File: src/rtl/v2k_typedef_yee_inc.sv
// Shared types for the yee pixel path: byte/pixel types and the packer phase enum.
package v2k_typedef_yee_inc;

   typedef logic       logic_t;
   typedef logic [7:0] byte_t;

   typedef struct packed {
      byte_t r;
      byte_t g;
      byte_t b;
   } pixel24_t;

   typedef enum logic [1:0] {PH_R, PH_G, PH_B} phase_t;

endpackage

File: src/rtl/v2k_typedef_yee_pix_fifo.sv
// Circular pixel FIFO; head holds the last popped pixel while empty.
module v2k_typedef_yee_pix_fifo
   import v2k_typedef_yee_inc::*;
#(
   parameter int unsigned FIFO_DEPTH = 2
) (
   input  logic                        cp,
   input  logic                        reset,
   input  logic                        push,
   input  pixel24_t                    push_data,
   input  logic                        pop,
   output pixel24_t                    head,
   output logic                        full,
   output logic                        empty,
   output logic [$clog2(FIFO_DEPTH):0] count
);

   localparam int unsigned AW = $clog2(FIFO_DEPTH);
   localparam int unsigned CW = AW + 1;
   localparam logic [AW-1:0] PtrOne = AW'(1);
   localparam logic [CW-1:0] CntOne = CW'(1);
   localparam logic [CW-1:0] DepthC = CW'(FIFO_DEPTH);

   pixel24_t          mem_q [FIFO_DEPTH];
   pixel24_t          last_q;
   logic [AW-1:0]     wr_ptr_q, rd_ptr_q;
   logic [CW-1:0]     count_q, count_d;
   logic              do_push, do_pop;

   assign full    = (count_q == DepthC);
   assign empty   = (count_q == '0);
   assign count   = count_q;
   assign do_push = push & ~full;
   assign do_pop  = pop & ~empty;
   assign head    = empty ? last_q : mem_q[rd_ptr_q];

   always_comb begin
      count_d = count_q;
      unique case ({do_push, do_pop})
         2'b10:   count_d = count_q + CntOne;
         2'b01:   count_d = count_q - CntOne;
         default: count_d = count_q;
      endcase
   end

   always_ff @(posedge cp or negedge reset) begin
      if (!reset) begin
         for (int i = 0; i < int'(FIFO_DEPTH); i++) mem_q[i] <= '0;
         last_q   <= '0;
         wr_ptr_q <= '0;
         rd_ptr_q <= '0;
         count_q  <= '0;
      end else begin
         if (do_push) begin
            mem_q[wr_ptr_q] <= push_data;
            wr_ptr_q        <= wr_ptr_q + PtrOne;
         end
         if (do_pop) begin
            last_q   <= mem_q[rd_ptr_q];
            rd_ptr_q <= rd_ptr_q + PtrOne;
         end
         count_q <= count_d;
      end
   end

endmodule

File: src/rtl/v2k_typedef_yee_pack.sv
// Byte-to-pixel packer: R,G,B byte stream in, buffered pixel24_t stream out,
// with frame-alignment error pulse and per-frame delivered-pixel count.
module v2k_typedef_yee_pack
   import v2k_typedef_yee_inc::*;
#(
   parameter int unsigned FIFO_DEPTH = 2,
   parameter int unsigned CNT_W      = 16
) (
   input  logic             cp,
   input  logic             reset,
   input  logic [7:0]       in_byte,
   input  logic             in_valid,
   input  logic             in_sof,
   output logic             in_ready,
   output logic [23:0]      out_pixel,
   output logic             out_valid,
   input  logic             out_ready,
   output logic             err_short,
   output logic [CNT_W-1:0] pix_count
);

   localparam int unsigned CW = $clog2(FIFO_DEPTH) + 1;
   localparam logic [CW-1:0] DepthC = CW'(FIFO_DEPTH);
   localparam logic [CNT_W-1:0] CntOne = CNT_W'(1);

   phase_t           phase_q, phase_d;
   byte_t            r_q, r_d, g_q, g_d;
   logic             err_q, err_d;
   logic             run_q;
   logic [CNT_W-1:0] cnt_q, cnt_d;
   logic             in_acc, out_acc, push, full, empty;
   logic [CW-1:0]    fifo_count;
   pixel24_t         push_pix, head;

   // run_q keeps in_ready low while reset is held and for the release edge.
   assign in_ready  = run_q & (fifo_count < DepthC);
   assign out_valid = ~empty;
   assign in_acc    = in_valid & in_ready;
   assign out_acc   = out_valid & out_ready;
   assign out_pixel = head;
   assign err_short = err_q;
   assign pix_count = cnt_q;
   assign push      = in_acc & ~in_sof & (phase_q == PH_B) & ~full;
   assign push_pix  = '{r: r_q, g: g_q, b: in_byte};

   always_comb begin
      phase_d = phase_q;
      r_d     = r_q;
      g_d     = g_q;
      err_d   = 1'b0;
      if (in_acc) begin
         if (in_sof) begin
            // SOF always restarts the pixel; any partial pixel is dropped.
            r_d     = in_byte;
            phase_d = PH_G;
            err_d   = (phase_q != PH_R);
         end else begin
            unique case (phase_q)
               PH_R: begin
                  r_d     = in_byte;
                  phase_d = PH_G;
               end
               PH_G: begin
                  g_d     = in_byte;
                  phase_d = PH_B;
               end
               default: phase_d = PH_R;
            endcase
         end
      end
   end

   always_comb begin
      cnt_d = cnt_q;
      if (in_acc & in_sof) cnt_d = '0;
      else if (out_acc)    cnt_d = cnt_q + CntOne;
   end

   always_ff @(posedge cp or negedge reset) begin
      if (!reset) begin
         phase_q <= PH_R;
         r_q     <= '0;
         g_q     <= '0;
         err_q   <= 1'b0;
         run_q   <= 1'b0;
         cnt_q   <= '0;
      end else begin
         phase_q <= phase_d;
         r_q     <= r_d;
         g_q     <= g_d;
         err_q   <= err_d;
         run_q   <= 1'b1;
         cnt_q   <= cnt_d;
      end
   end

   v2k_typedef_yee_pix_fifo #(
      .FIFO_DEPTH (FIFO_DEPTH)
   ) u_fifo (
      .cp        (cp),
      .reset     (reset),
      .push      (push),
      .push_data (push_pix),
      .pop       (out_acc),
      .head      (head),
      .full      (full),
      .empty     (empty),
      .count     (fifo_count)
   );

endmodule

File: config.mk
export PLATFORM = sky130hd
export DESIGN_NAME = v2k_typedef_yee_pack
export DESIGN_NICKNAME = d
export VERILOG_FILES = /design/src/rtl/v2k_typedef_yee_inc.sv /design/src/rtl/v2k_typedef_yee_pix_fifo.sv /design/src/rtl/v2k_typedef_yee_pack.sv
export SDC_FILE = /design/constraint.sdc
export NUM_CORES = 1
export LEC_CHECK = 0
export ABC_AREA = 1
export CORE_UTILIZATION = 30
export DETAILED_ROUTE_END_ITERATION = 6
export PLACE_DENSITY = 0.51
export SYNTH_ARGS = -nofsm -noshare
export SYNTH_HDL_FRONTEND = slang
export SYNTH_SLANG_ARGS = --single-unit
File: constraint.sdc
create_clock -name cp -period 1.9 [get_ports cp]
set_clock_uncertainty 0.2 [all_clocks]
set_input_delay 0.57 -clock cp [delete_from_list [all_inputs] [get_ports cp]]
set_output_delay 0.57 -clock cp [all_outputs]
set_load 0.01 [all_outputs]
==> summary.md, run 1 <==
| Metric | Value |
|---|---|
| Final Cycle Share | `125.8%` |
| Pleak | `3.757 nW` |
| Vias in the first global route | `4,282` |
| RSZ-0062 raised after global routing | `true` |
| DRC errors left | `0` |
| Most common cell after layout, fill and taps aside | `nand2_1` |
| Worst Path Required | `1.13 ns` |
| Post-Syn Nets | `658` |
| Hold crit path type | `flip-flop to flip-flop` |
| Core ar. | `17,240 um2` |
| Worst-case reg-to-reg path depth | `9` |
| Status | `complete, but fails checks` |
| Worst setup EP type | `output port` |
| Netlist cell types | `30` |
| Placed inst area | `6515 um2` |
| Root Buffer | `clkbuf_16` |
| Buf+Inv Stages, Crit Path | `3` |
| First-pass GRT wire length | `22,940 um` |
| Final RePlAce weighted congestion | `0.7984` |
| Antenna Nets Post-Route | `0` |
| Synth async-reset ratio | `100.0%` |
| Critical path, cell by cell | `buf_12, buf_8, nand2_4, o21ai_4, nand2_1, o21ai_1, buf_2` |
| Slowest library cell on the worst path | `dfrtp_2` |
| Ant diodes | `0` |
| Iteration-0 DRC Markers | `267` |
| Compound-gate portion of the synthesized area | `15.68%` |
| Largest net degree at the start of global routing | `48` |
| Minimum clock period | `2.390 ns` |
| Syn avg cell area | `8.214 um2` |
| Synth Area in XOR/XNOR | `0.4975%` |
| Hold WS | `0.2860 ns` |
| Largest family of logic cells by synthesized area | `simple AND/OR/NAND/NOR gates` |
| Initial antenna violation count | `0` |
| Crit Path Category | `flip-flop to output port` |
| Netlist Area Pre-Place | `5281 um2` |
| Die width | `134.7 um` |
| EDFF count, synth | `0` |
| Post-Synth Simple-Gate Area | `20.66%` |
| P per Cell Area | `1443 nW/um2` |
| Hold Path Depth | `1` |
| Slowest Stage Delay on Critical Path | `0.53 ns` |
| WL/cell | `13.97 um` |
| # rows | `48` |
| Fmax | `0.4185 GHz` |
| Post-synthesis sequential area ratio | `53.07%` |
| Clk_lat worst skew | `0.35 ns` |
| Ys Warns | `0` |
| CTS buffer count | `9` |
| Clock transition at path regs | `0.08 ns` |
| DR vias/cell | `4.469` |
| Detailed placer's ending HPWL | `9039 um` |
| Largest delay share family, worst path | `flip-flops` |
| #FFs+latches synth | `112` |
| Final worst slack | `-0.4896 ns` |
| Worst Path Arrival | `1.62 ns` |
| Final Non-Filler Cells | `991` |
| Max_cap viols | `0` |
| TritonCTS clock tree | `done` |
| Ys flop type | `dfrtp_1` |
| Gate Count Post-Synth | `643` |
| Setup Viol. Count Final | `25` |
| HP Start | `pix_count[3]` |
| Sink of the worst hold path | `pix_count[3]` |
| Fin. max-slew vios | `0` |
| Reg2Reg Setup Slack | `0.12 ns` |
| Endpoints failing hold | `0` |
| H-Tree Depth | `3` |
| Total Routed Length | `13,850 um` |
| Adder-Cell Fraction of Synth Area | `0.4738%` |
| Via Count | `4,429` |
| Placed cells | `956` |
| Max Buffers Root-to-Sink | `2` |
| Layout net count | `776` |
| Top Ports | `56` |
| Ratio of cells with drive above 1 in the final layout | `28.46%` |
| All-Layer GR Usage | `16.20%` |
| Worst Path Max Fanout | `6` |
| Dpl ws | `-0.5223 ns` |
| Pre-antenna DRT Iters | `4` |
| Fillers | `1,674` |
| Worst r2r dst | `u_fifo.mem_q[22]` |
| Worst setup SP type | `flip-flop` |
| Maximum VDD drop | `0.5395 mV` |
| Clock net sink count | `112` |
| Die H | `134.7 um` |
| R2R Path Start | `u_fifo.count[1]` |
| Total gr overflow | `0` |
| Starting Density | `30.64%` |
| Port buffer count | `55` |
| Post-route cell area | `7482 um2` |
| Failing checks | `negative setup slack` |
| Highest-count cells in the layout ignoring fill and taps | `nand2_1, dfrtp_1, inv_1` |
| Mux contribution to synthesized area | `0%` |
| P&R area growth vs syn | `41.67%` |
| Die area | `18,140 um2` |
==> layout make-up <==
class | instances | area [um2] | area share, %
clock inverters | 7 | 68.82 | 0.9197
multi-input cells | 420 | 2439 | 32.59
inverters | 82 | 314.1 | 4.197
clock buffers | 9 | 225.2 | 3.010
repair buffers | 136 | 1349 | 18.03
flip-flops and latches | 112 | 2805 | 37.49
well taps | 225 | 281.5 | 3.763
==> registers in the layout, indices dropped and copies added (netlist names) <==
| register | cells |
|---|---|
| err_short | 1 |
| g_q | 8 |
| phase_q | 2 |
| pix_count | 16 |
| r_q | 8 |
| run_q | 1 |
| u_fifo.count | 2 |
| u_fifo.last_q | 24 |
| u_fifo.mem_q | 48 |
| u_fifo.rd_ptr_q | 1 |
| u_fifo.wr_ptr_q | 1 |
==> per-stage QoR <==
stage | setup TNS [ns] | util [%] | power (W)
floorplan | -0.6001 | - | 0.005587
global placement | -37.19 | 37.80 | 0.007599
global route | -12.69 | 43.41 | 0.01157
detailed placement | -39.19 | 37.80 | 0.007669
finish | -10.67 | 43.41 | 0.01080
CTS | -10.26 | 41.86 | 0.01051
==> worst register-to-register path, cell delays in order (launching register included) <==
cell and delay, ns:
dfrtp_1 0.41, buf_6 0.13, nor2_4 0.11, nand2_4 0.09, nor2_8 0.10, nand2_4 0.07
buf_4 0.17, buf_4 0.17, o21ai_0 0.17, nand2_1 0.07
==> routing by layer <==
metal	vias to the layer above	track usage [%]	share of wire (%)
li1	2257	-	-
met2	59	24.54	46
met4	0	4.806	1.2
met5	-	0	0
met3	9	2.628	3.5
met1	2104	23.65	49
==> logic make-up after synthesis <==
kind of cell             after synthesis
flip-flops                           112
AND/OR/NAND/NOR                      259
AO/OA/AOI/OAI                        155
XOR/XNOR                               3
adder cells (fa/ha/maj)                2
other                                  1
buffers and inverters                111
==> Yosys cell counts (2+ instances only) <==
cell type / count / area [um2]
inv_1: 80 / 300.3
nor3b_1: 2 / 15.01
nor2_4: 2 / 22.52
o21ai_2: 14 / 122.6
nand2_2: 5 / 31.28
xor2_1: 2 / 17.52
a21oi_1: 9 / 45.04
buf_6: 6 / 67.56
nor3_1: 2 / 10.01
nand2_1: 198 / 743.2
nor2_8: 2 / 40.04
o21ai_0: 113 / 565.5
o21ai_1: 19 / 95.09
buf_8: 2 / 30.03
clkbuf_1: 9 / 33.78
nand3_1: 9 / 45.04
buf_2: 10 / 50.05
nand2_4: 2 / 22.52
dfrtp_1: 112 / 2803
nor2_1: 34 / 127.6
ha_1: 2 / 25.02
==> timing repair <==
item	CTS	global route
hold endpoints to repair	10	0
setup buffers	9	6
cloned	6	1
hold buffers	1	0
endpoints found under the setup margin	48	42
pin swaps	16	21
gates resized for setup	240	50
==> worst max-delay path by stage <==
stage,start,end,cells after the start
after floorplan,u_fifo.count[1],out_pixel[10],5
after global placement,u_fifo.rd_ptr_q,out_pixel[8],5
after detailed placement,u_fifo.rd_ptr_q,out_pixel[8],5
after CTS,u_fifo.rd_ptr_q,out_pixel[17],7
after global routing,u_fifo.rd_ptr_q,out_pixel[0],7
final,u_fifo.rd_ptr_q,out_pixel[0],7
==> report_power, final <==
part / switching, W / internal [W] / total, W
Sequential: 0.000497 / 0.00315 / 0.00365
Combinational: 0.00275 / 0.00249 / 0.00523
Clock: 0.000978 / 0.000935 / 0.00191
Total: 0.00422 / 0.00658 / 0.0108
Note: power is estimated with default switching activity, not from simulation.
==> run 2, diff against run 1 <==
--- a/config.mk
+++ b/config.mk
@@ -6,9 +6,10 @@
 export NUM_CORES = 1
 export LEC_CHECK = 0
 export ABC_AREA = 1
-export CORE_UTILIZATION = 30
+export CORE_UTILIZATION = 51
 export DETAILED_ROUTE_END_ITERATION = 6
-export PLACE_DENSITY = 0.51
+export PLACE_DENSITY = 0.78
+export REMOVE_ABC_BUFFERS = 1
 export SYNTH_ARGS = -nofsm -noshare
 export SYNTH_HDL_FRONTEND = slang
 export SYNTH_SLANG_ARGS = --single-unit
==> summary.md, run 2 (same netlist as run 1, synthesis figures left out) <==
| Metric | Value |
|---|---|
| Die area | `10,770 um2` |
| Layout net count | `779` |
| Sequential share of power | `35.4%` |
| CTS buffer count | `9` |
| Total Routed Length | `14,350 um` |
| Fmax | `0.4171 GHz` |
| WL/cell | `15.91 um` |
| Post-route total power | `0.01035 W` |
| Reg2Reg Setup Slack | `0.01 ns` |
| Pre-antenna DRT Iters | `5` |
| Minimum clock period | `2.398 ns` |
| P per Cell Area | `1401 nW/um2` |
| Top Ports | `56` |
| Detailed placer's ending HPWL | `7831 um` |
| Most common cell after layout, fill and taps aside | `nand2_1` |
| Most flop-heavy register | `u_fifo.mem_q` |
| Largest delay share family, worst path | `flip-flops` |
| Ratio of cells with drive above 1 in the final layout | `31.99%` |
| Port buffer count | `55` |
| Max Buffers Root-to-Sink | `2` |
| Stages on worst setup path | `6` |
| Total gr overflow | `0` |
| Cell internal pwr | `0.006251 W` |
| Slowest Stage Delay on Critical Path | `0.48 ns` |
| TritonCTS clock tree | `done` |
| Root Buffer | `clkbuf_8` |
| Starting Density | `53.30%` |
| # rows | `36` |
| Worst setup EP type | `output port` |
| Clock transition at path regs | `0.11 ns` |
| Share of total power in the clock network | `15.4%` |
| Post-route cell area | `7386 um2` |
| First-pass GRT wire length | `21,650 um` |
| P&R area growth vs syn | `39.85%` |
| Clock net sink count | `112` |
| Hold WS | `0.3002 ns` |
| Vias in the first global route | `4,580` |
| Final Cycle Share | `126.2%` |
| Pleak | `3.763 nW` |
| Clk_lat worst skew | `0.38 ns` |
| DR vias/cell | `5.361` |
| Maximum VDD drop | `0.7403 mV` |
| Ant diodes | `0` |
| Critical path, cell by cell | `buf_4, buf_16, o21ai_4, nand2_1, o21ai_0, buf_2` |
| Switching Fraction | `39.60%` |
| Placed inst area | `6347 um2` |
| Endpoints failing hold | `0` |
| Max_cap viols | `0` |
| Die H | `103.8 um` |
| Crit Path Category | `flip-flop to output port` |
| H-Tree Depth | `3` |
| Final RePlAce weighted congestion | `0.8482` |
| Die width | `103.8 um` |
| Worst Path Arrival | `1.63 ns` |
| Sink of the worst hold path | `u_fifo.mem_q[16]` |
| Worst setup SP type | `flip-flop` |
| Final worst slack | `-0.4978 ns` |
| Worst Path Required | `1.13 ns` |
| Initial antenna violation count | `0` |
| Failing checks | `negative setup slack` |
| RSZ-0062 raised after global routing | `true` |
| Slowest library cell on the worst path | `dfrtp_2` |
| Core ar. | `9910 um2` |
| Gate power share | `49.2%` |
| Iteration-0 DRC Markers | `231` |
| Hold crit path type | `flip-flop to flip-flop` |
| R2R Path Start | `u_fifo.count[1]` |
| Setup Viol. Count Final | `25` |
| DRC errors left | `0` |
| Fin. max-slew vios | `0` |
| Largest net degree at the start of global routing | `36` |
| Dpl ws | `-0.4675 ns` |
| Worst-case reg-to-reg path depth | `11` |
| HP Start | `u_fifo.mem_q[16]` |
| Via Count | `4,836` |
| All-Layer GR Usage | `25.28%` |
| Buf+Inv Stages, Crit Path | `3` |
| Max reg flops | `48` |
| Highest-count cells in the layout ignoring fill and taps | `nand2_1, dfrtp_1, inv_1` |
| Hold Path Depth | `2` |
| Antenna Nets Post-Route | `0` |
| Switching power | `0.004099 W` |
| Worst Path Max Fanout | `9` |
| Status | `complete, but fails checks` |
| Worst r2r dst | `u_fifo.mem_q[4]` |
## run 2: worst max-delay path by stage
stage	slack, ns	endpoint	startpoint
CTS	-0.51	out_pixel[7]	u_fifo.rd_ptr_q
detailed placement	-0.47	out_pixel[2]	u_fifo.rd_ptr_q
global route	-0.56	out_pixel[10]	u_fifo.rd_ptr_q
global placement	-0.45	out_pixel[6]	u_fifo.rd_ptr_q
finish	-0.50	out_pixel[10]	u_fifo.rd_ptr_q
floorplan	-1.38	u_fifo.count[1]	out_ready
## run 2: power groups by stage
stage               combinational [W]  sequential, W  clock [W]
global placement              0.00374        0.00358          0
detailed placement            0.00386        0.00362          0
global route                  0.00553        0.00374    0.00170
finish                        0.00509        0.00366    0.00159
CTS                           0.00466        0.00356    0.00159
floorplan                     0.00182        0.00364          0
## run 2: final cells by class
cell class / instances / area, um2
timing repair buffer: 139 / 1453
sequential: 112 / 2804
fill: 672 / 2524
tap: 133 / 166.4
clock inverter: 7 / 95.09
inverter: 82 / 315.3
clock buffer: 9 / 123.9
multi-input combinational: 420 / 2429
## run 2: worst reg2reg max path: stages (launching register included)
cell,delay (ns)
dfrtp_1,0.42
buf_6,0.13
nor2_4,0.10
buf_6,0.12
nand2_8,0.06
nor2_8,0.10
nand2_4,0.07
buf_6,0.14
nor2_8,0.19
clkbuf_16,0.20
nand2_1,0.06
nand2_1,0.06
## run 2: repair_timing
action | in CTS | in global routing
resized for setup | 229 | 90
endpoints found under the setup margin | 44 | 109
hold endpoints to repair | 17 | 0
setup buffers | 16 | 9
pin swaps | 4 | 20
hold buffers | 1 | 0
cloned | 5 | 5
## run 2: per-layer routing
| layer | global-route usage, % | vias up | part of all wire [%] |
|---|---|---|---|
| li1 | - | 2271 | - |
| met1 | 31.71 | 2366 | 41 |
| met2 | 44.10 | 166 | 51 |
| met3 | 3.902 | 33 | 4.4 |
| met4 | 9.694 | 0 | 2.8 |
| met5 | 0 | - | 0 |
## run 2: metrics by stage
| stage | std cells | utilization, % | TNS [ns] |
|---|---|---|---|
| floorplan | 614 | - | -43.50 |
| global placement | 852 | 64.05 | -31.86 |
| detailed placement | 852 | 64.05 | -34.64 |
| CTS | 890 | 69.87 | -11.54 |
| global route | 902 | 74.53 | -13.80 |
| finish | 902 | 74.53 | -10.48 |
==> run 3, diff against run 2 <==
--- a/config.mk
+++ b/config.mk
@@ -6,9 +6,9 @@
 export NUM_CORES = 1
 export LEC_CHECK = 0
 export ABC_AREA = 1
-export CORE_UTILIZATION = 51
+export CORE_UTILIZATION = 55
 export DETAILED_ROUTE_END_ITERATION = 6
-export PLACE_DENSITY = 0.78
+export PLACE_DENSITY = 0.8
 export REMOVE_ABC_BUFFERS = 1
 export SYNTH_ARGS = -nofsm -noshare
 export SYNTH_HDL_FRONTEND = slang
==> constraint.sdc (replaced) <==
create_clock -name cp -period 3.1 [get_ports cp]
set_clock_uncertainty 0.2 [all_clocks]
set_input_delay 0.93 -clock cp [delete_from_list [all_inputs] [get_ports cp]]
set_output_delay 0.93 -clock cp [all_outputs]
set_load 0.01 [all_outputs]
==> summary.md, run 3 (same netlist as run 1, synthesis figures left out) <==
| Metric | Value |
|---|---|
| Port buffer count | `55` |
| Total Routed Length | `10,850 um` |
| Setup Viol. Count Final | `0` |
| Max-slew headroom at the worst pin | `59.24%` |
| Vias in the first global route | `4,097` |
| Largest net degree at the start of global routing | `113` |
| Die area | `9998 um2` |
| First-pass GRT wire length | `19,110 um` |
| Worst Path Arrival | `1.91 ns` |
| Hold crit path type | `flip-flop to flip-flop` |
| Max Buffers Root-to-Sink | `2` |
| Fmax | `0.3294 GHz` |
| Ant diodes | `0` |
| Worst Path Max Fanout | `26` |
| P per Cell Area | `851.3 nW/um2` |
| Final Cycle Share | `97.94%` |
| H-Tree Depth | `3` |
| # rows | `35` |
| CTS buffer count | `9` |
| Fin. max-slew vios | `0` |
| DR vias/cell | `5.204` |
| WL/cell | `13.19 um` |
| Maximum VDD drop | `0.4539 mV` |
| Worst Path Required | `1.97 ns` |
| Core ar. | `9284 um2` |
| Detailed placer's ending HPWL | `7078 um` |
| Ratio of cells with drive above 1 in the final layout | `8.213%` |
| Pre-antenna DRT Iters | `5` |
| Clock transition at path regs | `0.11 ns` |
| Status | `finished clean` |
| Total gr overflow | `0` |
| DRC errors left | `0` |
| Post-CTS Hold Buffers | `0` |
| Pleak | `3.218 nW` |
| Highest-count cells in the layout ignoring fill and taps | `nand2_1, dfrtp_1, o21ai_0` |
| Slew @ Worst Pin | `0.6099 ns` |
| Clock net sink count | `112` |
| Endpoints failing hold | `0` |
| All-Layer GR Usage | `24.08%` |
| Antenna Nets Post-Route | `0` |
| Worst setup EP type | `output port` |
| Minimum clock period | `3.036 ns` |
| Most common cell after layout, fill and taps aside | `nand2_1` |
| Fillers | `762` |
| Iteration-0 DRC Markers | `249` |
| Initial antenna violation count | `0` |
| Via Count | `4,283` |
| Max reg flops | `48` |
| P&R area growth vs syn | `17.20%` |
| Top Ports | `56` |
| Crit Path Category | `flip-flop to output port` |
| Max_cap viols | `0` |
| Die width | `99.99 um` |
| Clk_lat worst skew | `0.36 ns` |
| Slowest library cell on the worst path | `clkdlybuf4s50_1` |
| Root Buffer | `clkbuf_8` |
| Starting Density | `56.89%` |
| Post-route total power | `0.005269 W` |
| Util after Layout | `66.67%` |
| Layout net count | `705` |
| TritonCTS clock tree | `done` |
| Worst setup SP type | `flip-flop` |
| RSZ-0062 raised after global routing | `true` |
| Most flop-heavy register | `u_fifo.mem_q` |
| Final RePlAce weighted congestion | `0.8166` |
| Critical path, cell by cell | `inv_1, nand2_2, buf_12, o21ai_0, clkdlybuf4s50_1` |
| Die H | `99.99 um` |
| Slowest Stage Delay on Critical Path | `0.56 ns` |
run 3: repair_timing:
item | in CTS | in global routing
gates cloned | 0 | 0
gates resized for setup | 1 | 43
buffers inserted | 0 | 1
endpoints found under the setup margin | 3 | 24
run 3: final timing paths:
check                                 from                end  slack (ns)  depth (start not counted)
setup / recovery           u_fifo.count[1]      out_pixel[17]        0.06                          5
hold / removal             u_fifo.mem_q[4]    u_fifo.mem_q[4]        0.29                          2
setup reg to reg           u_fifo.count[1]    u_fifo.count[1]        1.08                          8
hold reg to reg            u_fifo.mem_q[4]    u_fifo.mem_q[4]        0.29                          2
max in group asynchronous            reset   u_fifo.last_q[5]        1.84                          2
min in group asynchronous            reset  u_fifo.last_q[17]        0.43                          2
run 3: power breakdown:
part	internal, W	switching, W
logic	0.000926	0.00118
registers	0.00193	0.000280
clock network	0.000474	0.000482
run 3: through the flow:
stage / TNS, ns / setup slack (ns) / cell area [um2] / instances / hold slack (ns)
final: 0 / 0.06390 / 6190 / 823 / 0.2912
after global routing: -0.05429 / -0.03056 / 6190 / 823 / 0.3329
after CTS: -0.01472 / -0.009164 / 6116 / 822 / 0.2936
after detailed placement: 0 / 0.2574 / 5897 / 807 / 0.2696
after global placement: 0 / 0.2909 / 5897 / 807 / 0.2626
after floorplan: -4.484 / -0.5436 / 5087 / 614 / 0.2515
run 3: layer usage:
metal	track usage (%)	part of all wire [%]	vias up
li1	-	-	2104
met2	40.53	49	110
met5	0	0	-
met3	2.925	4.2	13
met1	33.08	45	2056
met4	7.246	1.2	0
run 3: cell type report:
cell class	instances	area (um2)	area share (%)
clock buffer	10	137.6	2.224
clock inverter	5	81.33	1.314
inverter	82	310.3	5.013
multi-input combinational	420	1986	32.08
sequential	112	2803	45.28
tap	129	161.4	2.608
timing repair buffer	65	710.7	11.48
run 3: critical path: cells and delay by family (launching register included):
kind	cells	cell delay, ns
AOI/OAI and AO/OA	1	0.15
buffers and inverters	3	0.86
DFF	1	0.44
and+or+nand+nor	1	0.11
==> edit (settings of run 2) <==
`FIFO_DEPTH` is set to 2 in 2 places; all go to 4.
--- a/src/rtl/v2k_typedef_yee_pix_fifo.sv
+++ b/src/rtl/v2k_typedef_yee_pix_fifo.sv
@@ -3,5 +3,5 @@
    import v2k_typedef_yee_inc::*;
 #(
-   parameter int unsigned FIFO_DEPTH = 2
+   parameter int unsigned FIFO_DEPTH = 4
 ) (
    input  logic                        cp,
--- a/src/rtl/v2k_typedef_yee_pack.sv
+++ b/src/rtl/v2k_typedef_yee_pack.sv
@@ -4,5 +4,5 @@
    import v2k_typedef_yee_inc::*;
 #(
-   parameter int unsigned FIFO_DEPTH = 2,
+   parameter int unsigned FIFO_DEPTH = 4,
    parameter int unsigned CNT_W      = 16
 ) (
Formal check against the unedited RTL: not equivalent (Yosys sat finds a counterexample within 10 cycles, from zero or initial values and one cycle with reset low).
==> edit against run 2 <==
The run still ends with setup timing left; sequential cell count up 51; global-route usage grew 5.9 points; setup slack worse by 0.27 ns; synthesized area up 44%; power increased by 65%; utilization up 4.0 points; non-clock buffer count is 55 higher; fmax fell by 10%; die area rose by 43%; design area increased by 54%; routed wire length up 120%.
==> edit: results (changes against run 2) <==
| Metric | Value |
|---|---|
| Critical Path AT | `1.90 ns (+0.27 ns)` |
| Setup WS pre-CTS | `-0.645 ns (-0.178 ns)` |
| Routed wl met3 | `3260 um (+420%)` |
| Post-Place Cell Area | `8780 um2 (+38%)` |
| Vias per inst | `6.42 (+20%)` |
| Clock-pin slew on the worst setup and hold paths | `0.07 ns (-0.04 ns)` |
| Drt first-iter violations | `1140 (+390%)` |
| R2R Path End | `u_fifo.mem_q[88]` |
| WHS Endpoint | `u_fifo.last_q[19]` |
| Setup-failing EPs final | `125 (+400%)` |
| Hold Path Origin | `u_fifo.last_q[19]` |
| CTS HTree Levels | `4 (+1)` |
| Number of global-route vias before repair | `7192 (+57%)` |
| Synth area leaders | `dfrtp_1, nand2_1, o21ai_0` |
| Slack of the critical path | `-0.765 ns (-0.268 ns)` |
| Met3 usage | `7.74% (+3.8 points)` |
| Total GRT Usage | `31.2% (+5.9 points)` |
| Uppermost layer routed | `met5` |
| CP max FO | `12 (+3)` |
| Unique masters post-synth | `26 (-13%)` |
| Synth Area in Adders | `1.25% (+0.78 points)` |
| Skew-Pair Late Insertion Delay | `0.45 ns (+0.07 ns)` |
| Global-route wire length before repair | `35800 um (+65%)` |
| Compound-Gate Fraction of Synth Area | `19.0% (+3.3 points)` |
| Outcome | `finished with violations` |
| M2 GR Usage | `52.1% (+8.0 points)` |
| Root cell of the clock tree | `clkbuf_16` |
| Xor and xnor area share after synthesis | `0.577% (+0.079 points)` |
| Max reg flops | `96 (+100%)` |
| R2R Setup Slk | `-0.26 ns (-0.27 ns)` |
| Post-layout nets | `1107 (+42%)` |
| Worst-case reg-to-reg path depth | `12 (+1)` |
| Largest net degree at the start of global routing | `39 (+8.3%)` |
| Met2 routed WL | `14900 um (+100%)` |
| Fin Hold WS | `0.285 ns (-0.0148 ns)` |
| Failing checks | `setup timing` |
| TritonCTS Buffers | `17 (+8)` |
| Syn Inst Count | `928 (+44%)` |
| Max rail drop VDD | `1.08 mV (+46%)` |
| Reg-to-reg critical path startpoint | `u_fifo.count[2]` |
| Fraction of layout cells with a size suffix above 1 | `40.3% (+8.3 points)` |
| RD Place Congestion | `0.813 (-4.2%)` |
| Lkg Pwr | `5.89 nW (+56%)` |
## edit: cell type report
cell class              instances  area (um2)  share of cell area [%]
well taps                     184         230                    2.02
repair buffers                194        2170                    19.0
clock inverters                 9        56.3                   0.493
inverters                      86         330                    2.90
flip-flops and latches        163        4080                    35.8
clock buffers                  23         478                    4.19
multi-input cells             625        4070                    35.6
## edit: power breakdown
part	switching, mW	internal [mW]
logic	4.93	3.34
clock network	1.50	1.76
registers	1.09	4.41
total	7.52	9.51
## edit: metrics by stage
stage | power (mW) | util, % | TNS [ns]
6_report | 17.0 | 78.5 | -30.16
5_1_grt | 17.7 | 78.5 | -38.09
4_1_cts | 14.6 | 68.1 | -14.32
3_5_place_dp | 10.7 | 60.4 | -64.28
3_3_place_gp | 10.6 | 60.4 | -59.11
2_1_floorplan | 7.79 | - | -73.24
## edit: worst max-delay path, stage by stage (launching register included)
cell,delay (ns)
dfrtp_2,0.45
buf_4,0.17
buf_12,0.16
a21oi_1,0.22
o21ai_1,0.12
nand2_1,0.11
o21ai_1,0.06
buf_2,0.14
## edit: timing repair
| action | 4_1_cts | 5_1_grt |
|---|---|---|
| setup buffers | 30 | 24 |
| cloned | 7 | 15 |
| pin swaps | 25 | 53 |
| endpoints found under the hold margin | 33 | 0 |
| resized for setup | 267 | 364 |
| endpoints found under the setup margin | 130 | 144 |
| hold buffers | 1 | 0 |
## edit: worst max-delay path by stage
stage,depth (start not counted),end,start
detailed placement,9,u_fifo.count[2],in_sof
finish,7,out_pixel[15],u_fifo.rd_ptr_q[0]
global placement,9,u_fifo.count[2],in_sof
global route,7,out_pixel[15],u_fifo.rd_ptr_q[0]
CTS,7,out_pixel[12],u_fifo.rd_ptr_q[0]
floorplan,4,out_pixel[15],u_fifo.rd_ptr_q[0]
